## src/rtl/capt_pkg.sv

```systemverilog
// Shared definitions for the capture counter and its drain companion.
package capt_pkg;

  typedef enum logic [1:0] {
    OP_NOP   = 2'b00,
    OP_ONE   = 2'b01,
    OP_ALL   = 2'b10,
    OP_FLUSH = 2'b11
  } op_e;

  typedef enum logic [1:0] {
    ST_IDLE  = 2'b00,
    ST_DRAIN = 2'b01,
    ST_GAP   = 2'b10
  } state_e;

  localparam int DEPTH_DEFAULT = 6;

endpackage

```

## src/rtl/capt_drain_gap_timer.sv

```systemverilog
// Loadable down-counter; done is high while the count sits at zero.
module gap_timer #(
  parameter int W = 4
) (
  input  logic         clock,
  input  logic         rst,
  input  logic         load,
  input  logic [W-1:0] load_val,
  input  logic         en,
  output logic         done
);

  logic [W-1:0] cnt;

  always_ff @(posedge clock) begin
    if (rst)                 cnt <= '0;
    else if (load)           cnt <= load_val;
    else if (en && cnt != 0) cnt <= cnt - 1'b1;
  end

  assign done = (cnt == '0);

endmodule

```

## src/rtl/capt_drain.sv

```systemverilog
// Token drain: arms DEPTH tokens on load, releases them over valid/ready.
// Optional stall watchdog enabled by defining CAPT_DRAIN_WATCHDOG_EN.
module capt_drain
  import capt_pkg::*;
#(
  parameter int DEPTH   = DEPTH_DEFAULT,
  parameter int CW      = 3,
  parameter int GAP     = 1,
  parameter int TIMEOUT = 15
) (
  input  logic          clock,
  input  logic          rst,
  input  logic          load,
  input  logic [1:0]    op,
  input  logic          rel_ready,
  output logic          rel_valid,
  output logic [CW-1:0] count,
  output logic          empty,
  output logic          busy,
  output logic          ovr,
  output logic          timeout
);

  localparam int GW = (GAP > 1) ? $clog2(GAP) : 1;
  localparam logic [GW-1:0] GAP_LD = (GAP > 0) ? GW'(GAP - 1) : '0;

  state_e        state, state_n;
  logic [CW-1:0] count_n;
  logic          mode_all, mode_n;
  logic          rv_n, ovr_n;
  logic          hs, gap_ld, gap_done, wd_fire;

  assign hs = rel_valid && rel_ready;

  gap_timer #(.W(GW)) u_gap (
    .clock    (clock),
    .rst      (rst),
    .load     (gap_ld),
    .load_val (GAP_LD),
    .en       (state == ST_GAP),
    .done     (gap_done)
  );

`ifdef CAPT_DRAIN_WATCHDOG_EN
  localparam int TW = (TIMEOUT > 1) ? $clog2(TIMEOUT) : 1;
  logic wd_stall, wd_done;

  // Reloaded whenever the drain is not stalled, so only consecutive stall cycles count.
  assign wd_stall = (state == ST_DRAIN) && !rel_ready;

  gap_timer #(.W(TW)) u_wd (
    .clock    (clock),
    .rst      (rst),
    .load     (!wd_stall),
    .load_val (TW'(TIMEOUT - 1)),
    .en       (wd_stall),
    .done     (wd_done)
  );

  assign wd_fire = wd_stall && wd_done;

  always_ff @(posedge clock) begin
    if (rst) timeout <= 1'b0;
    else     timeout <= wd_fire && (op != OP_FLUSH);
  end
`else
  assign wd_fire = 1'b0;
  assign timeout = 1'b0;
`endif

  always_comb begin
    state_n = state;
    count_n = count;
    mode_n  = mode_all;
    rv_n    = rel_valid;
    ovr_n   = load && (state != ST_IDLE);
    gap_ld  = 1'b0;
    case (state)
      ST_IDLE: begin
        if (load) begin
          count_n = CW'(DEPTH);
        end else if (op == OP_FLUSH) begin
          count_n = '0;
        end else if ((op == OP_ONE || op == OP_ALL) && count != '0) begin
          state_n = ST_DRAIN;
          mode_n  = (op == OP_ALL);
          rv_n    = 1'b1;
        end
      end
      ST_DRAIN: begin
        // Flush beats a same-cycle handshake; that release counts as taken.
        if (op == OP_FLUSH) begin
          state_n = ST_IDLE;
          count_n = '0;
          rv_n    = 1'b0;
        end else if (hs) begin
          count_n = count - 1'b1;
          if (!mode_all || count == CW'(1)) begin
            state_n = ST_IDLE;
            rv_n    = 1'b0;
          end else if (GAP > 0) begin
            state_n = ST_GAP;
            rv_n    = 1'b0;
            gap_ld  = 1'b1;
          end
        end else if (wd_fire) begin
          state_n = ST_IDLE;
          rv_n    = 1'b0;
        end
      end
      ST_GAP: begin
        if (op == OP_FLUSH) begin
          state_n = ST_IDLE;
          count_n = '0;
        end else if (gap_done) begin
          state_n = ST_DRAIN;
          rv_n    = 1'b1;
        end
      end
      default: begin
        state_n = ST_IDLE;
        rv_n    = 1'b0;
      end
    endcase
  end

  always_ff @(posedge clock) begin
    if (rst) begin
      state     <= ST_IDLE;
      count     <= '0;
      mode_all  <= 1'b0;
      rel_valid <= 1'b0;
      ovr       <= 1'b0;
    end else begin
      state     <= state_n;
      count     <= count_n;
      mode_all  <= mode_n;
      rel_valid <= rv_n;
      ovr       <= ovr_n;
    end
  end

  assign empty = (count == '0);
  assign busy  = (state != ST_IDLE);

endmodule
```

## config.mk

```make
export PLATFORM = sky130hd
export DESIGN_NAME = capt_drain
export DESIGN_NICKNAME = d
export VERILOG_FILES = /design/src/rtl/capt_pkg.sv /design/src/rtl/capt_drain_gap_timer.sv /design/src/rtl/capt_drain.sv
export SDC_FILE = /design/constraint.sdc
export NUM_CORES = 1
export LEC_CHECK = 0
export ABC_AREA = 1
export BUFFER_PORTS_ARGS = -buffer_cell sky130_fd_sc_hd__buf_2
export CORE_MARGIN = 2
export CORE_UTILIZATION = 47
export CTS_CLUSTER_SIZE = 10
export DETAILED_ROUTE_END_ITERATION = 6
export PLACE_DENSITY = 0.84
export SYNTH_ARGS = -nofsm -noshare
export SYNTH_HDL_FRONTEND = slang
export SYNTH_SLANG_ARGS = --single-unit
export TNS_END_PERCENT = 20
```

## constraint.sdc

```tcl
create_clock -name clock -period 1.3 [get_ports clock]
set_clock_uncertainty 0.05 [all_clocks]
set_input_delay 0.195 -clock clock [delete_from_list [all_inputs] [get_ports clock]]
set_output_delay 0.195 -clock clock [all_outputs]
set_load 0.02 [all_outputs]
```

Yosys cells after proc, flatten, opt, wreduce, memory -nomap -nowiden
Cells that the tools add are included.
{"block": "classes", "addsub": 2, "multipliers": 0, "div": 0, "n_lt_le_gt_ge": 0, "eq_ne": 13, "shifts": 0, "mux": 26, "n_bitwise": 2, "reduce_logical": 17}
{"operator": "two-way mux 2 bit", "count": 8}
{"operator": "two-way mux 3 bit", "count": 4}
{"operator": "two-way mux 1 bit", "count": 11}
{"operator": "inequality test 2 bit (second input constant)", "count": 5}
{"operator": "one-hot mux 3 bit (3 select lines)", "count": 1}
{"operator": "equality test 2 bit (second input constant)", "count": 3}
{"operator": "inequality test 3 bit (second input constant)", "count": 2}
{"operator": "one-hot mux 2 bit (3 select lines)", "count": 1}
{"operator": "AND reduction 6 bit", "count": 1}
{"operator": "nonzero test 3 bit", "count": 2}
{"operator": "AND reduction 5 bit", "count": 1}
{"operator": "equality test 2 x 1 -> 1 bit (second input constant)", "count": 2}
{"operator": "logical AND 1 bit", "count": 4}
{"operator": "AND reduction 4 bit", "count": 1}
{"operator": "equality test 3 x 1 -> 1 bit (second input constant)", "count": 1}
{"operator": "logical NOT 3 bit", "count": 1}
{"operator": "one-hot mux 1 bit (3 select lines)", "count": 1}
{"operator": "subtractor 3 x 1 -> 3 bit (second input constant)", "count": 1}
{"operator": "logical NOT 2 bit", "count": 1}
{"operator": "logical OR 1 bit", "count": 2}
{"operator": "NOT 1 bit", "count": 2}
{"operator": "AND reduction 2 bit", "count": 1}
{"operator": "nonzero test 2 bit", "count": 1}
{"operator": "OR reduction 2 bit", "count": 1}
{"operator": "other kinds (2)", "count": 2}
{"block": "word_totals", "regBits": 9, "latchBits": 0, "ram_bits": 0, "mem_bits_ro": 0, "input_bits": 6, "output_inout_bits": 8, "word_cells": 66, "n_memories": 0}

Longest topological paths before layout
{"block": "logic_depth", "word_depth": 7, "ltp_mapped": 10, "mapped_depth_nobuf": 10}

Cells and area by module
A second synthesis with hierarchy kept.
{"block": "hier_totals", "hier_cells": 108, "hier_area_um2": 701.9}
{"mod": "capt_drain", "n_inst": 1, "cells_each": 99, "area_each_um2": 650.6, "seq_area_each_um2": 160.2}
{"mod": "gap_timer", "n_inst": 1, "cells_each": 9, "area_each_um2": 51.3, "seq_area_each_um2": 20.0}

Worst setup path after synthesis
OpenSTA, ideal clock, no wires.
{"block": "synth_timing", "kind": "reg-to-reg", "from": "register state[0]", "to": "register state[0]", "setup_time_ps": 64, "arrival_time_ps": 1322, "required_time_ps": 1186, "setup_slack_ps": -135, "stages_incl_launch_ff": 9, "path_buffers": 0, "synth_period_minus_slack_ps": 1435, "path_cell_list": "dfxtp_1 -> inv_1 -> ha_1 -> inv_1 -> nand2_1 -> nand2_1 -> nand3_2 -> and2_1 -> nor2_1"}
{"block": "synth_between", "elab_chain_len": 3, "elab_cells_between_ends": 10, "classes_between": "eq/ne: 7; mux: 1; reduce/logical: 2"}
{"item": "start: declaration", "line": "capt_drain.sv:27", "rtl": "state_e state, state_n;"}
{"item": "start signal: assignment", "line": "capt_drain.sv:135", "rtl": "state <= state_n;"}
{"item": "equality test 2 bit (tied with other cells)", "line": "capt_drain.sv:78", "rtl": "case (state)"}
{"item": "inequality test 3 bit (no line) / inequality test 2 bit (equally long branches)"}
{"item": "AND reduction 5 bit (no line)"}
Parallel ways exist; a longest one is shown, timed or not.
A chain may end at the register's enable or synchronous reset.

Worst setup path after layout
{"block": "layout_timing", "from": "register state[1]", "to": "register count[0]"}
{"block": "layout_between", "elab_chain_len": 3, "elab_cells_between_ends": 7, "classes_between": "eq/ne: 3; mux: 1; reduce/logical: 3"}
{"item": "equality test 2 x 1 -> 1 bit (tied with other cells)", "line": "capt_drain.sv:78"}
{"item": "inequality test 3 bit (no line) / nonzero test 3 bit (equally long branches)"}
{"item": "AND reduction 2 bit (no line)"}
{"item": "end signal: assignment", "line": "capt_drain.sv:136", "rtl": "count <= count_n;"}
{"item": "end: declaration", "line": "capt_drain.sv:17", "rtl": "output logic [CW-1:0] count,"}
Parallel ways exist; a longest one is shown, timed or not.

==> results.sh <==
export IMPL_outcome="complete, but fails checks"
export IMPL_violations_in_the_final_reports="setup timing"
export IMPL_worstPathRequired_ns=1.46
export IMPL_clock_fmax_mhz=712.0
export IMPL_max_vdd_ir_drop_v=0.001586
export IMPL_final_max_slew_violation_count=0
export IMPL_synth_enable_flop_cells=0
export IMPL_fin_worst_hold_slack_ns=0.08738
export IMPL_portBuffers=12
export IMPL_period_minus_slack_ns=1.404
export IMPL_drt_iter0_drc=23
export IMPL_globalplace_congestion=0.8817
export IMPL_yosys_area_top_type_share_pct=26.47
export IMPL_rsz0062_at_grt="yes"
export IMPL_most_common_cell_in_the_synthesized_netlist="nand2_1"
export IMPL_path_max_fanout=6
export IMPL_dp_hpwl_um=1220
export IMPL_async_reset_ff_share_pct=0
export IMPL_hold_depth=2
export IMPL_synth_seq_cells=9
export IMPL_ys_dominant_reg_cell="dfxtp_1"
export IMPL_worstSetupEndpointType="flip-flop"
export IMPL_placedCellCount=137
export IMPL_antenna_violating_nets_post_route=0
export IMPL_rows=13
export IMPL_r2r_start="state[1]"
export IMPL_wirelength_um=1876
export IMPL_die_w_um=42.06
export IMPL_use_met3_pct=3.879
export IMPL_setup_viol=8
export IMPL_drt_pass1_iterations=4
export IMPL_vias_in_the_first_global_route=650
export IMPL_timing_critical_path_from_type="flip-flop"
export IMPL_cts_reportedPaths_clkPinSlew_ns=0.06
export IMPL_syn_nets=118
export IMPL_grt_use_met1_pct=28.38
export IMPL_dieHeight_um=42.06
export IMPL_clock_root_buffer="clkbuf_4"
export IMPL_worst_r2r_setup_slack_ns=-0.10
export IMPL_critical_path_reg2reg_endpoint="count[0]"
export IMPL_tritoncts_num_buffers=3
export IMPL_final_core_utilization_pct=74.20
export IMPL_insertedDiodeCount=0
export IMPL_ys_types=20
export IMPL_yosys_warnings=0
export IMPL_timing_hold_worst_start="rst"
export IMPL_htree_levels=1
export IMPL_mean_instance_size_in_the_synthesized_netlist_um2=6.608
export IMPL_effective_utilization_at_floorplan_pct=51.03
export IMPL_timing_reg2reg_worst_path_depth=10
export IMPL_yosys_top_cells_count="28 x nand2_1, 19 x inv_1, 10 x nor2_1"
export IMPL_cts_buffer_depth=2
export IMPL_cts_tree="done"
export IMPL_instances_no_fill=145
export IMPL_avgViaCountPerCell=5.214
export IMPL_use_met2_pct=32.19
export IMPL_total_leakage_power_nw=0.4947
export IMPL_yosys_top_cells_area="dfxtp_1 26%, ha_1 17%, nand2_1 15%"
export IMPL_detail_route_wl_per_cell_um=12.94
export IMPL_finalWorstSetupSlack_ns=-0.1044
export IMPL_setup_worst_path_class="flip-flop to flip-flop"
export IMPL_hold_class="input pin to flip-flop"
export IMPL_grt_max_degree=7
export IMPL_gr_overflow_total=0
export IMPL_cellPowerDensity_mw_per_mm2=2614
export IMPL_grt_antenna_before_repair=0
export IMPL_detail_route_drc_violations=0
export IMPL_core_area_mm2=0.001334
export IMPL_final_period_util_pct=108.0
export IMPL_final_cell_area_um2=989.7
export IMPL_grt_usage_pct=20.91
export IMPL_cts_sink_count=9
export IMPL_yosys_area_top_type="dfxtp_1"
export IMPL_report_power_total_mw=2.587
export IMPL_detailroute_via_count=756
export IMPL_maxCapViolCount=0
export IMPL_final_hold_viol_count=0
export IMPL_finish_net_count=146
export IMPL_yosysSeqAreaShare_pct=26.47
export IMPL_post_route_cells_drive_above_1_share_pct=45.38
export IMPL_global_route_peak_usage_layer="met2"
export IMPL_timing_hold_worst_endpoint="count[2]"
export IMPL_syn_instance_count=103
export IMPL_postPlaceCellArea_um2=838.3
export IMPL_die_area_mm2=0.001769
export IMPL_post_cts_hold_buffer_count=0
export IMPL_io_pins=14
export IMPL_area_growth_synth_to_final_pct=45.40
export IMPL_cp_arrival_ns=1.56
export IMPL_grt_first_pass_wirelength_um=2822
export IMPL_clkLatencyLatePin_ns=0.27
export IMPL_synth_area_um2=680.7
-- cells in the final DEF, fill, tap and decap left out, types with 4 or more instances in the layout --
master | synthesis | final
buf_2 | 0 | 10
buf_4 | 1 | 11
dfxtp_1 | 9 | 5
ha_1 | 9 | 4
inv_1 | 19 | 11
inv_2 | 0 | 4
inv_4 | 0 | 4
nand2_1 | 28 | 22
nand2_2 | 0 | 6
nand3_1 | 6 | 6
nor2_1 | 10 | 9
-- repair_timing --
| item | CTS | global route |
|---|---|---|
| buffers inserted | 2 | 2 |
| pin swaps | 5 | 8 |
| gates resized for setup | 12 | 21 |
| endpoints found under the setup margin | 7 | 9 |
-- where the power goes --
| group | total, mW | internal [mW] | switching (mW) | leakage [nW] |
|---|---|---|---|---|
| clock | 0.230 | 0.119 | 0.111 | 0.0150 |
| sequential | 0.477 | 0.384 | 0.0925 | 0.0761 |
| combinational | 1.88 | 0.850 | 1.03 | 0.404 |
| total | 2.59 | 1.35 | 1.23 | 0.495 |
-- cell families (layout without fill, tap and decap cells) --
kind of cell / count (synthesis) / after routing / share of synthesized area [%]
buffers and inverters: 20 / 47 / 11.58
AOI/OAI and AO/OA: 12 / 12 / 11.21
adders and majority gates: 9 / 9 / 16.54
other: 1 / 1 / 0.5509
DFF: 9 / 9 / 26.47
and+or+nand+nor: 52 / 52 / 33.64
-- worst max path at each step --
stage / start / slack (ns) / end
2_1_floorplan: state[0] / -0.01 / count[0]
3_3_place_gp: count[0] / -0.08 / state[0]
3_5_place_dp: op[0] / -0.09 / state[0]
4_1_cts: count[0] / -0.11 / empty
5_1_grt: state[1] / -0.19 / count[1]
6_report: state[1] / -0.10 / count[0]
-- worst max-delay path: stages, from the launching register on --
cell	delay (ns)
dfxtp_2	0.34
inv_4	0.08
ha_4	0.14
inv_2	0.04
nor2_4	0.22
nand2_2	0.12
nand2_2	0.11
o21ai_2	0.06
inv_1	0.06
nand2_1	0.05
nor2_1	0.09
-- sequential cells by signal, summed over array words and instances (netlist names) --
| register | count |
|---|---|
| count | 3 |
| state | 2 |
| mode_all | 1 |
| ovr | 1 |
| rel_valid | 1 |
| u_gap.cnt | 1 |
-- per-layer routing --
metal  routed length (um)  vias up
li1                     -      373
met4                   33        0
met1                  890      340
met3                  116        4
met2                  835       39
met5                    0        -
-- area by class of cell --
| cell class | instances | area [um^2] |
|---|---|---|
| Clock buffer | 4 | 26.28 |
| Fill cell | 89 | 344.1 |
| Inverter | 19 | 81.33 |
| Multi-Input combinational cell | 74 | 504.2 |
| Sequential cell | 9 | 192.7 |
| Tap cell | 15 | 18.77 |
| Timing Repair Buffer | 24 | 166.4 |
-- per-stage QoR --
stage | setup WS [ns] | setup TNS (ns)
6_report | -0.1044 | -0.5637
5_1_grt | -0.1907 | -1.119
4_1_cts | -0.1148 | -0.4275
3_5_place_dp | -0.09171 | -0.3354
3_3_place_gp | -0.08377 | -0.2483
2_1_floorplan | -0.01117 | -0.01117
No activity file was read; power rests on OpenSTA's default activity.
